--- src/rtl/pipelined_shifter.sv ---
// Pipelined barrel shifter (SLL/SRL/SRA, optional ROR) with log2(WIDTH) levels spread over STAGES registers.
// Define SHIFTER_ROTATE_EN to build the rotate path; without it op 11 decodes as SRL.
module pipelined_shifter #(
  parameter  int WIDTH   = 32,
  parameter  int STAGES  = 2,
  parameter  int TAG_W   = 5,
  localparam int SHAMT_W = $clog2(WIDTH)
) (
  input  logic               clk,
  input  logic               rst_n,
  input  logic               flush,
  input  logic               in_valid,
  output logic               in_ready,
  input  logic [WIDTH-1:0]   in_data,
  input  logic [SHAMT_W-1:0] in_shamt,
  input  logic [1:0]         in_op,
  input  logic [TAG_W-1:0]   in_tag,
  output logic               out_valid,
  input  logic               out_ready,
  output logic [WIDTH-1:0]   out_data,
  output logic [TAG_W-1:0]   out_tag
);

  logic advance_s;

  logic [WIDTH-1:0]   data_r  [STAGES];
  logic [TAG_W-1:0]   tag_r   [STAGES];
  logic               valid_r [STAGES];
  logic [SHAMT_W-1:0] shamt_r [STAGES];
  logic               fill_r  [STAGES];
  logic               sll_r   [STAGES];

  logic [WIDTH-1:0]   src_data_s  [STAGES];
  logic [TAG_W-1:0]   src_tag_s   [STAGES];
  logic [SHAMT_W-1:0] src_shamt_s [STAGES];
  logic               src_fill_s  [STAGES];
  logic               src_sll_s   [STAGES];
  logic [WIDTH-1:0]   nxt_data_s  [STAGES];
`ifdef SHIFTER_ROTATE_EN
  logic               rot_r       [STAGES];
  logic               src_rot_s   [STAGES];
`endif

  function automatic logic [WIDTH-1:0] bit_reverse(input logic [WIDTH-1:0] d);
    logic [WIDTH-1:0] r;
    for (int i = 0; i < WIDTH; i++) begin
      r[i] = d[WIDTH-1-i];
    end
    return r;
  endfunction

  // Applies every right-shift level owned by this stage; SLL arrives pre-reversed.
  function automatic logic [WIDTH-1:0] shift_stage(
    input logic [WIDTH-1:0]   d,
    input logic [SHAMT_W-1:0] sh,
    input logic               fill,
`ifdef SHIFTER_ROTATE_EN
    input logic               rot,
`endif
    input int                 stage
  );
    logic [WIDTH-1:0]   r;
    logic [WIDTH-1:0]   hi;
    logic [2*WIDTH-1:0] ext;
    r = d;
    for (int k = 0; k < SHAMT_W; k++) begin
`ifdef SHIFTER_ROTATE_EN
      hi = rot ? r : {WIDTH{fill}};
`else
      hi = {WIDTH{fill}};
`endif
      ext = {hi, r};
      r = ((((k * STAGES) / SHAMT_W) == stage) && sh[k]) ? ext[(1 << k) +: WIDTH] : r;
    end
    return r;
  endfunction

  assign advance_s = out_ready | ~valid_r[STAGES-1];
  assign in_ready  = advance_s;
  assign out_valid = valid_r[STAGES-1];
  assign out_data  = data_r[STAGES-1];
  assign out_tag   = tag_r[STAGES-1];

  // Stage operands (port decode for stage 0, previous register otherwise) and their shifted results.
  always_comb begin
    src_data_s[0]  = (in_op == 2'b00) ? bit_reverse(in_data) : in_data;
    src_tag_s[0]   = in_tag;
    src_shamt_s[0] = in_shamt;
    src_fill_s[0]  = (in_op == 2'b10) & in_data[WIDTH-1];
    src_sll_s[0]   = (in_op == 2'b00);
`ifdef SHIFTER_ROTATE_EN
    src_rot_s[0]   = (in_op == 2'b11);
`endif
    for (int s = 1; s < STAGES; s++) begin
      src_data_s[s]  = data_r[s-1];
      src_tag_s[s]   = tag_r[s-1];
      src_shamt_s[s] = shamt_r[s-1];
      src_fill_s[s]  = fill_r[s-1];
      src_sll_s[s]   = sll_r[s-1];
`ifdef SHIFTER_ROTATE_EN
      src_rot_s[s]   = rot_r[s-1];
`endif
    end
    for (int s = 0; s < STAGES; s++) begin
`ifdef SHIFTER_ROTATE_EN
      nxt_data_s[s] = shift_stage(src_data_s[s], src_shamt_s[s], src_fill_s[s], src_rot_s[s], s);
`else
      nxt_data_s[s] = shift_stage(src_data_s[s], src_shamt_s[s], src_fill_s[s], s);
`endif
      nxt_data_s[s] = ((s == STAGES - 1) && src_sll_s[s]) ? bit_reverse(nxt_data_s[s]) : nxt_data_s[s];
    end
  end

  // Datapath registers: cleared by reset, otherwise all stages move together on advance.
  always_ff @(posedge clk) begin
    if (!rst_n) begin
      for (int s = 0; s < STAGES; s++) begin
        data_r[s]  <= {WIDTH{1'b0}};
        tag_r[s]   <= {TAG_W{1'b0}};
        shamt_r[s] <= {SHAMT_W{1'b0}};
        fill_r[s]  <= 1'b0;
        sll_r[s]   <= 1'b0;
`ifdef SHIFTER_ROTATE_EN
        rot_r[s]   <= 1'b0;
`endif
      end
    end else if (advance_s) begin
      for (int s = 0; s < STAGES; s++) begin
        if ((s != 0) || in_valid) begin
          data_r[s]  <= nxt_data_s[s];
          tag_r[s]   <= src_tag_s[s];
          shamt_r[s] <= src_shamt_s[s];
          fill_r[s]  <= src_fill_s[s];
          sll_r[s]   <= src_sll_s[s];
`ifdef SHIFTER_ROTATE_EN
          rot_r[s]   <= src_rot_s[s];
`endif
        end
      end
    end
  end

  // Valid bits: reset and flush clear every stage, flush winning over advance.
  always_ff @(posedge clk) begin
    if (!rst_n || flush) begin
      for (int s = 0; s < STAGES; s++) begin
        valid_r[s] <= 1'b0;
      end
    end else if (advance_s) begin
      valid_r[0] <= in_valid;
      for (int s = 1; s < STAGES; s++) begin
        valid_r[s] <= valid_r[s-1];
      end
    end
  end

endmodule

--- config.mk ---
export PLATFORM = sky130hd
export DESIGN_NAME = pipelined_shifter
export DESIGN_NICKNAME = d
export VERILOG_FILES = /design/src/rtl/pipelined_shifter.sv
export SDC_FILE = /design/constraint.sdc
export NUM_CORES = 1
export LEC_CHECK = 0
export ABC_AREA = 1
export BUFFER_PORTS_ARGS = -buffer_cell sky130_fd_sc_hd__buf_4
export CAP_MARGIN = 20
export CORE_ASPECT_RATIO = 1.1
export CORE_MARGIN = 2
export CORE_UTILIZATION = 24
export DETAILED_ROUTE_END_ITERATION = 8
export GPL_TIMING_DRIVEN = 0
export PLACE_DENSITY = 0.47
export SLEW_MARGIN = 20
export SYNTH_ARGS = -nofsm -noshare
export SYNTH_HDL_FRONTEND = slang
export SYNTH_SLANG_ARGS = --single-unit
--- constraint.sdc ---
create_clock -name clk -period 6 [get_ports clk]
set_input_delay 1.2 -clock clk [delete_from_list [all_inputs] [get_ports clk]]
set_output_delay 1.2 -clock clk [all_outputs]
set_load 0.02 [all_outputs]
# Word level (Yosys, flattened, before mapping)
# Memory sizes are Yosys's and may differ from the RTL's.
# Cells that the tools add are included.
word_totals:
  reg_bits: 0
  ram_bits: 90
  input_bits: 49
  out_inout_bits: 39
  wordCells: 56
  n_memories: 6
mem_list:
  columns: ["memory", "depth", "width", "rd", "rd_clocked_by_memory_dff", "wr", "line_no", "rtl"]
  rows:
  - ["data_r", 2, 32, 2, 0, 2, "26", "logic [WIDTH-1:0] data_r [STAGES];"]
  - ["shamt_r", 2, 5, 1, 0, 2, "29", "logic [SHAMT_W-1:0] shamt_r [STAGES];"]
  - ["tag_r", 2, 5, 2, 0, 2, "27", "logic [TAG_W-1:0] tag_r [STAGES];"]
  - ["fill_r", 2, 1, 1, 0, 2, "30", "logic fill_r [STAGES];"]
  - ["sll_r", 2, 1, 1, 0, 2, "31", "logic sll_r [STAGES];"]
  - ["valid_r", 2, 1, 2, 0, 2, "28", "logic valid_r [STAGES];"]
op_classes:
  n_eq_ne: 1
  muxes: 31
  n_bitwise: 15
  reduce_logical: 3
ops:
  columns: ["op", "n"]
  rows:
  - ["$mux W32", 9]
  - ["$mux W5", 4]
  - ["$mux W1", 18]
  - ["$or A1 B1 Y1", 13]
  - ["$eq A2 B2 Y1 const B", 1]
  - ["$logic_not A2 Y1", 1]
  - ["$and A1 B1 Y1", 1]
  - ["$logic_not A1 Y1", 1]
  - ["$logic_or A1 B1 Y1", 1]
  - ["$not A1 Y1", 1]

# Logic depth before layout (Yosys ltp)
# Gate-level depths: netlist (run 1).
logic_depth:
  depth_word: 6
  depth_mapped: 10

# Worst setup path before layout (run 1)
# No wires, ideal clock.
synth_path:
  kind: "input to register"
  from: "input port out_ready"
  to: "memory data_r[0][0] (enable)"
  setup_time_ps: 496
  t_arrival_ps: 4161
  required_ps: 5504
  slack_ps: 1343
  stages: 2
  n_path_buf: 0
  path_cell_list: "nor2_1 > o21ai_0"
synth_rtl:
  columns: ["item", "line_no", "rtl"]
  rows:
  - ["from (decl)", "19", "input logic out_ready,"]
  - ["to (decl)", "26", null]

# Worst setup path after layout (run 1)
layout_path:
  from: "input port out_ready"
  to: "output port in_ready"
layout_via:
  elab_chain_len: 1
layout_rtl:
  columns: ["item", "line_no", "rtl"]
  rows:
  - ["$or A1 B1 Y1", "78", "assign advance_s = out_ready | ~valid_r[STAGES-1];"]
  - ["to (decl)", "13", "output logic in_ready,"]
# Every way passes these cells.

==> flow_summary.ini, run 1 <==
[sta]
setup_violations = 0
slew_viol_final = 0
timing.fmax_ghz = 0.325
rsz0062_at_grt = no
period_share_pct = 51.2
clock_skew_ps = 5.75
relSlewSlack_pct = 58.2
layout_setup_ws_ps = 2930
hold_viol_final = 0
fin_crit_ps = 3070
whs_ps = 544
worstMarginPinSlew_ps = 625

[finish]
areaGrowthSynthToFinish_pct = 24.6
diodes = 0
final_core_util_pct = 30.4
mostFrequentLayoutCell = nand2_1
drive_gt1_share_pct = 21.6
stdcell_area_um2 = 6930
nets = 907
final_cell_mix = nand2_1, nand3_1, nor2_1, buf_4, edfxtp_1

[worst_setup_path]
worstPathRequired_ps = 4800
worst-path-max-fanout = 3
cp-start-kind = input port
worstPathArrival_ps = 1870
cp-end-kind = primary output
r2r_start = valid_r[0][1]
criticalPathCategory = in2out
startpoint = out_ready

[floorplanning]
design.core.area_um2 = 22800
ios = 88
die_y_um = 164
dieWidth_um = 149
start_util_pct = 24.4
dieArea_um2 = 24400
rows = 58

[hold_path]
hold_path.class = reg2reg
hold_path_startpoint = tag_r[0][0]

[placement]
placed_area_um2 = 6640
routabilityCongestion = 0.896
io_buffers = 86
hpwl_um = 13400
pre_cts_ws_ps = 2920

[power]
leakage_uw = 0.00323
ir_worst_vdd_mv = 0.119
powerDensity_nw_per_um2 = 242
finalPower_uw = 1680

[drt]
drc = 0
wl_per_cell_um = 14.4
drtIter0Drc = 366
via_per_inst = 4.54
drt-total-wl_um = 16700
drtPass1Iterations = 7
vias = 5277
drtAntennaViolNets = 0

[yosys]
yosysWarnings = 0
synth_edf_count = 80
synth_fp_nets = 808
synth.avg_cell_area_um2 = 7.33
synth_ff_type = edfxtp_1
yosysUniqueCellTypes = 24
synthCells = 759
ys_seq_area_share_pct = 43.2
synthArstFlopShare_pct = 0
yosys_register_bits = 80
syn-cell-area_um2 = 5560

[grt]
grt_pass1_vias = 4980
grt-ovfl-total = 0
grt_use_total_pct = 13.9
grt_pass1_wl_um = 26700
grt_max_degree = 33
antenna_found_initial = 0

[cts]
cts.clk_slew.worst_paths_ps = 60
clock_latency_ps = 340
post_cts_resized = 0
cts.sinks = 80
max-clock-path-buffers = 2
post_cts_buffers = 0
clockRootBuffer = clkbuf_16
htree_levels = 3
cts_tree = built
hold_buffers = 0
cts-buffers-inserted = 9

[outcome]
outcome = complete, no violations

[run]
drv_cap = 0
==> cells in the mapped netlist (4+ instances only) <==
master	n	area, µm²
a21oi_1	27	135
a22oi_1	6	45.0
buf_2	28	140
buf_4	35	263
clkbuf_1	14	52.6
edfxtp_1	80	2400
inv_1	42	158
nand2_1	156	586
nand2_2	4	25.0
nand3_1	142	711
nor2_1	130	488
o211ai_1	5	37.5
o21ai_0	69	345
or2_2	7	43.8
==> sequential cells by signal, summed over array words and instances (netlist names) <==
| signal | flops |
|---|---|
| data_r | 64 |
| shamt_r | 2 |
| sll_r | 1 |
| fill_r | 1 |
| tag_r | 10 |
| valid_r | 2 |
==> power by group <==
part	switching [µW]	total (µW)	internal, µW	leakage [µW]
Combinational	270	450	180	0.00219
Sequential	22.1	703	681	0.000902
Clock	209	526	317	0.000136
==> cell type report <==
class	instances	area, µm²
Buffer	82	505
Clock buffer	9	225
Clock inverter	7	62.6
Fill cell	2528	15900
Inverter	43	161
Multi-Input combinational cell	554	2500
Sequential cell	80	2400
Tap cell	300	375
Timing Repair Buffer	88	693
==> per-layer routing <==
| metal | GRT usage, % | wire length (µm) | vias up |
|---|---|---|---|
| met5 | 0 | 0 | - |
| met4 | 4.11 | 261 | 0 |
| met3 | 2.68 | 720 | 18 |
| li1 | - | - | 2713 |
| met1 | 18.4 | 7830 | 2398 |
| met2 | 23.1 | 7920 | 148 |
==> through the flow <==
stage / std cells / TNS [ps]
4_1_cts: 1163 / 0
5_1_grt: 1163 / 0
2_1_floorplan: 759 / 0
3_3_place_gp: 1145 / -14.4
3_5_place_dp: 1147 / 0
6_report: 1163 / 0
==> logic make-up after synthesis <==
kind of cell | after synthesis | synth area share [%]
flops | 80 | 43.2
compound gates | 107 | 10.1
simple gates | 445 | 34.3
mux | 2 | 0.360
buf+inv | 125 | 12.0
==> worst max-delay path: stages <==
cell    delay (ps)
buf_4          110
nor2_1         270
inv_1          120
buf_4          180
==> worst paths after layout <==
path,endpoint,slack [ps],cells after the start
max,in_ready,2930,4
min,tag_r[0][5],540,2
max reg2reg,data_r[0][53],4110,9
min reg2reg,tag_r[0][5],540,2
No activity file was read; power rests on OpenSTA's default activity.
==> run 2: changes to the inputs <==
- PLACE_DENSITY: 0.47 -> 0.49
- clock period: 6 -> 2.8 ns (I/O delays scaled with it)
==> run 2 against run 1 <==
  * Cell count is the same
  * Sequential power increased by 110%
  * Cell area rose by 0.34%
  * Combinational power increased by 110%
  * Global-route usage down 0.23 points
  * Total power increased by 120%
  * Via count increased by 0.25%
==> flow_summary.ini, run 2 (synthesis results as in run 1) <==
[cts]
cts_tree = built
post_cts_resized = 0
hold_buffers = 0
post_cts_buffers = 0
cts.sinks = 80
cts.clk_slew.worst_paths_ps = 60
cts-buffers-inserted = 9
htree_levels = 3
max-clock-path-buffers = 2
clockRootBuffer = clkbuf_16
clock_latency_ps = 340

[sta]
rsz0062_at_grt = no
slew_viol_final = 0
fin_crit_ps = 1870
period_share_pct = 66.9
clock_skew_ps = 7.08
timing.fmax_ghz = 0.534
fin_setup_tns_ps = 0
hold_viol_final = 0
relSlewSlack_pct = 58.4
layout_setup_ws_ps = 927
worstMarginPinSlew_ps = 622
setup_violations = 0

[finish]
fin_cells = 1163
regMostFlops = data_r
nets = 907
multiInputGateArea_um2 = 2500
final_cell_mix = nand2_1, nand3_1, nor2_1, buf_4, edfxtp_1
areaGrowthSynthToFinish_pct = 25.1
reg_top3 = data_r (64), tag_r (10)
largest_reg_flops = 64
final_core_util_pct = 30.5
diodes = 0
fillCellCount = 2538
drive_gt1_share_pct = 21.6
mostFrequentLayoutCell = nand2_1
ff_latch_area_um2 = 2400

[worst_setup_path]
criticalPathCategory = reg2reg
rr_worst_depth = 9
critPathCapture = data_r[0][52]
worstPathRequired_ps = 2890
worst-path-max-fanout = 10
cp-end-kind = flop
r2r_start = valid_r[0][1]
worstPathArrival_ps = 1960
rr_endpoint = data_r[0][52]
cp-start-kind = flop
startpoint = valid_r[0][1]
r2r_slack_ps = 930

[drt]
wl_per_cell_um = 14.1
vias = 5290
drtAntennaViolNets = 0
drt-total-wl_um = 16500
drtPass1Iterations = 6
drc = 0
via_per_inst = 4.55
drtIter0Drc = 319

[placement]
routabilityCongestion = 0.881
pre_cts_ws_ps = 600
io_buffers = 86
hpwl_um = 13200
dp.cells = 1147

[power]
ir_worst_vdd_mv = 0.289
powerDensity_nw_per_um2 = 529
finalPower_uw = 3680
leakage_uw = 0.00325

[floorplanning]
start_util_pct = 24.4
rows = 58
dieArea_um2 = 24400
design.core.area_um2 = 22800
die_y_um = 164
dieWidth_um = 149
ios = 88

[grt]
grt_use_total_pct = 13.7
grt_max_degree = 31
grt_pass1_wl_um = 26700
antenna_found_initial = 0
grt-ovfl-total = 0
grt_pass1_vias = 5228

[run]
drv_cap = 0

[hold_path]
hold_path.class = in2reg

[outcome]
outcome = complete, no violations
-- run 2: cell types whose count changed in the layout (fill, tap and decap cells not counted), sizes merged --
cell,delta
bufinv,+1
clkinv,+1
clkinvlp,-2
-- run 2: routing by layer --
| layer | GRT usage, % | vias up | wire (µm) |
|---|---|---|---|
| li1 | - | 2717 | - |
| met1 | 18.1 | 2428 | 7690 |
| met2 | 23.2 | 122 | 7880 |
| met3 | 1.56 | 23 | 566 |
| met4 | 4.81 | 0 | 316 |
| met5 | 0 | - | 0 |
-- run 2: worst min path at each step --
stage                    end        start  cells after the start  slack (ps)
6_report       valid_r[0][1]        flush                      2         510
5_1_grt        valid_r[0][1]        flush                      2         510
4_1_cts        valid_r[0][1]        flush                      2         500
3_5_place_dp     tag_r[0][5]  tag_r[0][0]                      2         530
3_3_place_gp     tag_r[0][6]  tag_r[0][1]                      2         530
2_1_floorplan    tag_r[0][5]  tag_r[0][0]                      2         520
-- run 2: final cells by class --
type / instances / share of cell area [%]
flip-flops and latches: 80 / 34.5
clock inverters: 7 / 1.24
plain buffers: 82 / 7.27
inverters: 43 / 2.32
well taps: 300 / 5.40
multi-input cells: 554 / 36.0
repair buffers: 88 / 9.97
clock buffers: 9 / 3.24
-- run 2: through the flow --
| stage | cell area, µm² | hold WS, ps |
|---|---|---|
| 2_1_floorplan | 5560 | 519 |
| 3_3_place_gp | 6590 | 531 |
| 3_5_place_dp | 6640 | 532 |
| 4_1_cts | 6950 | 503 |
| 5_1_grt | 6950 | 506 |
| 6_report | 6950 | 513 |
-- run 2: report_power, final --
| part | switching [µW] | internal (µW) | leakage (µW) |
|---|---|---|---|
| Combinational | 575 | 385 | 0.00219 |
| Sequential | 47.4 | 1460 | 0.000902 |
| Clock | 440 | 772 | 0.000154 |
| Total | 1060 | 2620 | 0.00325 |
-- run 2: worst max-delay path: stages, from the launching register on --
cell	delay, ps
edfxtp_1	350
inv_1	40
nor2_1	250
inv_1	120
nand2_2	170
inv_1	100
buf_2	210
buf_2	220
o21ai_0	100
nor2_1	70
